File: config.mk
export PLATFORM = sky130hd
export DESIGN_NAME = fetch_pc_unit
export DESIGN_NICKNAME = d
export VERILOG_FILES = /design/src/rtl/fetch_pc_unit.sv
export SDC_FILE = /design/constraint.sdc
export NUM_CORES = 1
export LEC_CHECK = 0
export ABC_AREA = 0
export BUFFER_PORTS_ARGS = -buffer_cell sky130_fd_sc_hd__buf_2
export CORE_UTILIZATION = 56
export CTS_CLUSTER_DIAMETER = 30
export DETAILED_ROUTE_END_ITERATION = 16
export PLACE_DENSITY = 0.85
export SLEW_MARGIN = 10
export SYNTH_ARGS = -nofsm -noshare
export SYNTH_HDL_FRONTEND = slang
export SYNTH_SLANG_ARGS = --single-unit
File: constraint.sdc
create_clock -name clk -period 4.6 [get_ports clk]
set_input_delay 1.38 -clock clk [delete_from_list [all_inputs] [get_ports clk]]
set_output_delay 1.38 -clock clk [all_outputs]
set_load 0.01 [all_outputs]
File: src/rtl/fetch_pc_unit.sv
// Fetch-stage PC controller: drives the instruction memory address and tracks the
// (pc, valid) pair that lines up with the memory's registered data output.
//   state   | meaning
//   ST_RUN  | issuing sequential fetches, honouring stall and redirect
//   ST_HALT | last program word issued; waits for a redirect to resume
module fetch_pc_unit #(
  parameter int                   PC_WIDTH   = 32,
  parameter int                   ADDR_WIDTH = 10,
  parameter logic [PC_WIDTH-1:0]  START_ADDR = 'h1730,
  parameter logic [PC_WIDTH-1:0]  END_ADDR   = 'h1749,
  parameter int                   CNT_WIDTH  = 16
) (
  input  logic                  clk,
  input  logic                  rst,
  input  logic                  stall,
  input  logic                  redirect_valid,
  input  logic [PC_WIDTH-1:0]   redirect_addr,
  output logic [ADDR_WIDTH-1:0] ADDR_Prog,
  output logic [PC_WIDTH-1:0]   pc_out,
  output logic [PC_WIDTH-1:0]   fetch_pc,
  output logic                  fetch_valid,
  output logic                  halted,
  output logic [CNT_WIDTH-1:0]  fetch_count
);

  typedef enum logic {
    ST_RUN  = 1'b0,
    ST_HALT = 1'b1
  } state_e;

  localparam logic [PC_WIDTH-1:0]  PC_ONE  = {{(PC_WIDTH-1){1'b0}}, 1'b1};
  localparam logic [CNT_WIDTH-1:0] CNT_ONE = {{(CNT_WIDTH-1){1'b0}}, 1'b1};

  state_e                 state_q, state_d;
  logic [PC_WIDTH-1:0]    pc_q, pc_d;
  logic [PC_WIDTH-1:0]    fetch_pc_q, fetch_pc_d;
  logic                   fetch_valid_q, fetch_valid_d;
  logic [CNT_WIDTH-1:0]   count_q, count_d;

  always_ff @(posedge clk) begin
    if (rst) begin
      state_q       <= ST_RUN;
      pc_q          <= START_ADDR;
      fetch_pc_q    <= START_ADDR;
      fetch_valid_q <= 1'b0;
      count_q       <= '0;
    end else begin
      state_q       <= state_d;
      pc_q          <= pc_d;
      fetch_pc_q    <= fetch_pc_d;
      fetch_valid_q <= fetch_valid_d;
      count_q       <= count_d;
    end
  end

  always_comb begin
    state_d       = state_q;
    pc_d          = pc_q;
    fetch_pc_d    = fetch_pc_q;
    fetch_valid_d = fetch_valid_q;
    count_d       = count_q;
    case (state_q)
      ST_RUN: begin
        if (redirect_valid) begin
          // The word issued this cycle is wrong-path; squash it but keep its pc.
          pc_d          = redirect_addr;
          fetch_pc_d    = pc_q;
          fetch_valid_d = 1'b0;
        end else if (!stall) begin
          fetch_pc_d    = pc_q;
          fetch_valid_d = 1'b1;
          if (count_q != {CNT_WIDTH{1'b1}}) begin
            count_d = count_q + CNT_ONE;
          end
          if (pc_q == END_ADDR) begin
            state_d = ST_HALT;
          end else begin
            pc_d = pc_q + PC_ONE;
          end
        end
      end
      ST_HALT: begin
        fetch_valid_d = 1'b0;
        if (redirect_valid) begin
          pc_d    = redirect_addr;
          state_d = ST_RUN;
        end
      end
      default: begin
        state_d = ST_RUN;
      end
    endcase
  end

  // During a stall the memory re-reads the word already being presented downstream.
  assign ADDR_Prog   = stall ? fetch_pc_q[ADDR_WIDTH-1:0] : pc_q[ADDR_WIDTH-1:0];
  assign pc_out      = pc_q;
  assign fetch_pc    = fetch_pc_q;
  assign fetch_valid = fetch_valid_q;
  assign halted      = (state_q == ST_HALT);
  assign fetch_count = count_q;

endmodule

-- Yosys cells after proc, flatten, opt, wreduce, memory -nomap -nowiden
Index checks and enable logic that the tools add are counted.
- flip-flop bits (word level): 82
- input port bits: 36
- word-level logic and storage cells: 35
- add/subtract/negate cells: 2
- equality and inequality tests: 6
- mux-type cells: 16
- bitwise gates (word level): 3
- reductions and logical operators: 3
- operators by type and width (kind ; count):
    2-to-1 mux 32 bit ; 6
    one-hot mux 32 bit (2 select lines) ; 1
    adder 32 x 1 -> 32 bit, second input constant ; 1
    equality test 32 x 13 -> 1 bit, second input constant ; 1
    adder 16 x 1 -> 16 bit, second input constant ; 1
    inequality test 16 bit, second input constant ; 1
    2-to-1 mux 10 bit ; 1
    2-to-1 mux 1 bit ; 6
    inequality test 3 bit, second input constant ; 2
    one-hot mux 1 bit (2 select lines) ; 2
    AND reduction 4 bit ; 1
    inverter 1 bit ; 3
    AND reduction 3 bit ; 1
    inequality test 2 x 1 -> 1 bit, second input constant ; 1
    inequality test 2 bit, second input constant ; 1
    AND reduction 2 bit ; 1

-- Logic depth before layout (Yosys ltp)
- depth after elaboration: 5
- mapped depth: 8

-- Worst setup path after synthesis
No wires, ideal clock.
- path type: input port to output port
- start point: input port stall
- end point: output port ADDR_Prog[5]
- arrival time: 2346 ps
- slack: 874 ps
- cell stages on the path: 3
- buffers on the path: 2
- cell sequence: clkbuf_1 clkbuf_1 mux2_2
- longest elaborated chain between the ends: 1
- ends and longest elaborated chain (what ; line ; source):
    from (decl) ; 15 ; input logic stall,
    2-to-1 mux 10 bit ; 96 ; assign ADDR_Prog = stall ? fetch_pc_q[ADDR_WIDTH-1:0] : pc_q[ADDR_WIDTH-1:0];
    to (decl) ; 18 ; output logic [ADDR_WIDTH-1:0] ADDR_Prog,
No other way between the ends.

-- Worst setup path after layout
- start point: input port stall
- end point: output port ADDR_Prog[7]
Same word-level chain as after synthesis.

==> summary.md <==
| Metric | Value |
|---|---|
| CP max FO | `20` |
| Family with the most delay on the worst path | `buffers and inverters` |
| P_leak | `2.09 nW` |
| Synth Net Count | `621` |
| Setup tns final | `0 ps` |
| Logic pwr share | `14.6%` |
| Routed len/inst | `16.9 µm` |
| Hold/Removal Path Class | `register to register` |
| Gr ovfl total | `0` |
| Number of flops mapped to enable cells by yosys | `0` |
| CP Buf/Inv Count | `2` |
| Synth unique cells | `64` |
| Worst reg2reg path endpoint | `pc_out[5]` |
| DIE AREA | `0.00827 mm²` |
| Number of global-route vias before repair | `4468` |
| Die Span Y | `90.9 µm` |
| Gr usage total | `32.1%` |
| Worst Hold Endpoint | `fetch_pc[21]` |
| Longest Clk Path Bufs | `2` |
| Layout cell share with drive strength beyond 1 | `24.2%` |
| Post-DR vias/cell | `6.21` |
| Cts hold-fix bufs | `0` |
| Synth area leaders | `dfxtp_1, nand2_1, a21oi_1` |
| WP data arrival | `2320 ps` |
| Worst path max stage delay | `400 ps` |
| Crit-path cells | `buf_2, mux2_2, buf_2` |
| RSZ-0062 raised after global routing | `false` |
| Setup violators final | `0` |
| Clock sinks | `82` |
| CTS Buf Count | `9` |
| Synth top cells by count | `nand2_1, dfxtp_1, a21oi_1` |
| Net switching power | `0.000438 W` |
| Relative slew margins | `20.3%` |
| I/O pin total | `128` |
| Root buf cell | `clkbuf_8` |
| Fillers | `680` |
| Worst Skew | `13.6 ps` |
| Worst R2R Start | `pc_out[0]` |
| Core Area | `0.00769 mm²` |
| DRC violations left | `0` |
| Switching share of power | `29.8%` |
| Count leader, synth | `nand2_1` |
| Clock Power Share | `32.0%` |
| Internal power | `0.00103 W` |
| Ys Warns | `0` |
| Die width | `90.9 µm` |
| Final wirelength | `13300 µm` |
| Crit path max-delay cell type | `buf_2` |
| Dpl cells | `770` |
| Reg2reg path depth | `6` |
| Post-synthesis cell count | `582` |
| Crit path kind | `primary input to primary output` |
| Max Cap Violations | `0` |
| Worst Hold Margin | `453 ps` |
| Hold path start | `fetch_pc[21]` |
| Routed via count | `4878` |
| Final min period | `3700 ps` |
| Final hold vios | `0` |
| Largest net degree at the start of global routing | `52` |
| Drt initial violations | `520` |
| Worst R2R Setup Slack | `1650 ps` |
| Crit share post-route | `80.4%` |
| Final Max Tran Viols | `0` |
| DP HPWL | `9060 µm` |
| Final Util | `67.7%` |
| Mapped cell area | `0.00443 mm²` |
| Peak supply drop | `0.000183 V` |
| First-pass GRT wire length | `21600 µm` |
| Layout area overhead | `17.6%` |
| Mean Syn Cell Area | `7.61 µm²` |
| Main synth FF type | `dfxtp_1` |
| ANT nets after route | `0` |
| Initial Util | `57.6%` |
| Crit start category | `primary input` |
| H-tree depth | `3` |
| Req. time, crit path | `3220 ps` |
| Yosys top cell area share | `37.1%` |
| CP dominant cell by count | `buf_2` |
| Peak Freq | `270 MHz` |
| Seq/Total Area, Yosys | `37.1%` |
| Share of async-settable or async-resettable flops after synthesis | `0%` |
| Seq pwr share | `53.5%` |
| Critical path capture point type | `primary output` |
| Port Buffer Count | `127` |
| Row count | `32` |
| DR pass1 iterations | `6` |
| Non-Filler Instances | `785` |
| Worst-skew pair later-pin latency | `350 ps` |
| CTS tree | `built` |
| Clk slew on worst S/H paths | `80 ps` |
| Leading area contributor after synthesis | `dfxtp_1` |
| Design area | `0.00521 mm²` |
| Initial antenna violation count | `0` |
| Cell area power density | `282 mW/mm²` |
| Post-CTS setup buffer count | `0` |
| NumNets Final | `718` |
| RePlAce Congestion | `0.939` |
| Worst slew pin tran | `1200 ps` |
| Status | `completed` |
| Post-CTS Resized | `0` |
| WHS Path Cells | `2` |
| Placed instance area | `0.00504 mm²` |
| N_diodes | `0` |
| Synth Register Bits | `82` |
worst max-delay path by stage:
stage / from / end / slack, ps / cells after the start
final: stall / ADDR_Prog[7] / 900 / 3
after global routing: stall / ADDR_Prog[0] / 860 / 3
after CTS: stall / ADDR_Prog[0] / 910 / 3
after detailed placement: stall / ADDR_Prog[0] / 910 / 3
after global placement: stall / ADDR_Prog[2] / 940 / 3
after floorplan: stall / ADDR_Prog[5] / 870 / 3
placed cells by master, fill, tap and decap left out, types with 5 or more instances in the layout:
cell and instances:
buf_4 6, xor2_1 9, clkbuf_8 10, mux2_2 8
o21ai_0 23, and3_1 7, o31ai_1 5, or3_1 5
and2_1 5, a21oi_1 48, inv_1 8, o211ai_1 16
buf_2 127, o21ai_1 6, nor2_1 48, nand2_1 105
nand3_1 17, nand3b_1 10, nand4_1 14, a21o_1 6
a22o_1 5, nor3_1 15, o22ai_1 7, nor4_1 9
a31oi_1 9, dfxtp_1 82
stage by stage:
step / setup WS [ps] / total power [W]
2_1_floorplan: 874 / 0.000924
3_3_place_gp: 935 / 0.00100
3_5_place_dp: 910 / 0.00101
4_1_cts: 907 / 0.00146
5_1_grt: 859 / 0.00153
6_report: 900 / 0.00147
metal layers:
layer / global-route usage (%) / part of all wire [%] / vias up / wire length, µm
li1: - / - / 2306 / -
met1: 42.9 / 41 / 2232 / 5500
met2: 51.6 / 46 / 302 / 6160
met3: 5.30 / 10 / 38 / 1360
met4: 12.6 / 2.1 / 0 / 280
met5: 0 / 0 / - / 0
cells by family (layout without fill, tap and decap cells):
logic type      count (synthesis)  in the layout  share of synthesized area, %
flops                          82             82                          37.1
buf+inv                        55            156                          5.26
fa+ha+maj                       3              3                         0.848
mux                            11             11                          2.74
xor+xnor                       10             10                          1.98
compound gates                158            158                          23.2
simple gates                  263            263                          28.9
worst min-delay path: stages (launching register included):
cell and delay, ps:
dfxtp_1 310, nand2_1 50, a21oi_1 50
flip-flops by register name (all words and copies together), names as in the netlist:
| register | count |
|---|---|
| fetch_pc | 32 |
| pc_out | 32 |
| fetch_count | 16 |
| fetch_valid | 1 |
| halted | 1 |
final cells by class:
type / count / area, µm² / area share [%]
multi-input combinational: 445 / 2560 / 49.1
clock buffer: 10 / 138 / 2.64
clock inverter: 5 / 31.3 / 0.601
tap: 102 / 128 / 2.45
inverter: 8 / 30.0 / 0.577
sequential: 82 / 1640 / 31.5
timing repair buffer: 133 / 681 / 13.1
power by group through the flow:
stage                     sequential [W]  clock (W)  combinational [W]
after floorplan                 0.000797          0           0.000128
final                           0.000784   0.000469           0.000214
after detailed placement        0.000798          0           0.000210
after global routing            0.000788   0.000503           0.000234
after CTS                       0.000782   0.000470           0.000211
after global placement          0.000797          0           0.000205
No activity file was read; power rests on OpenSTA's default activity.
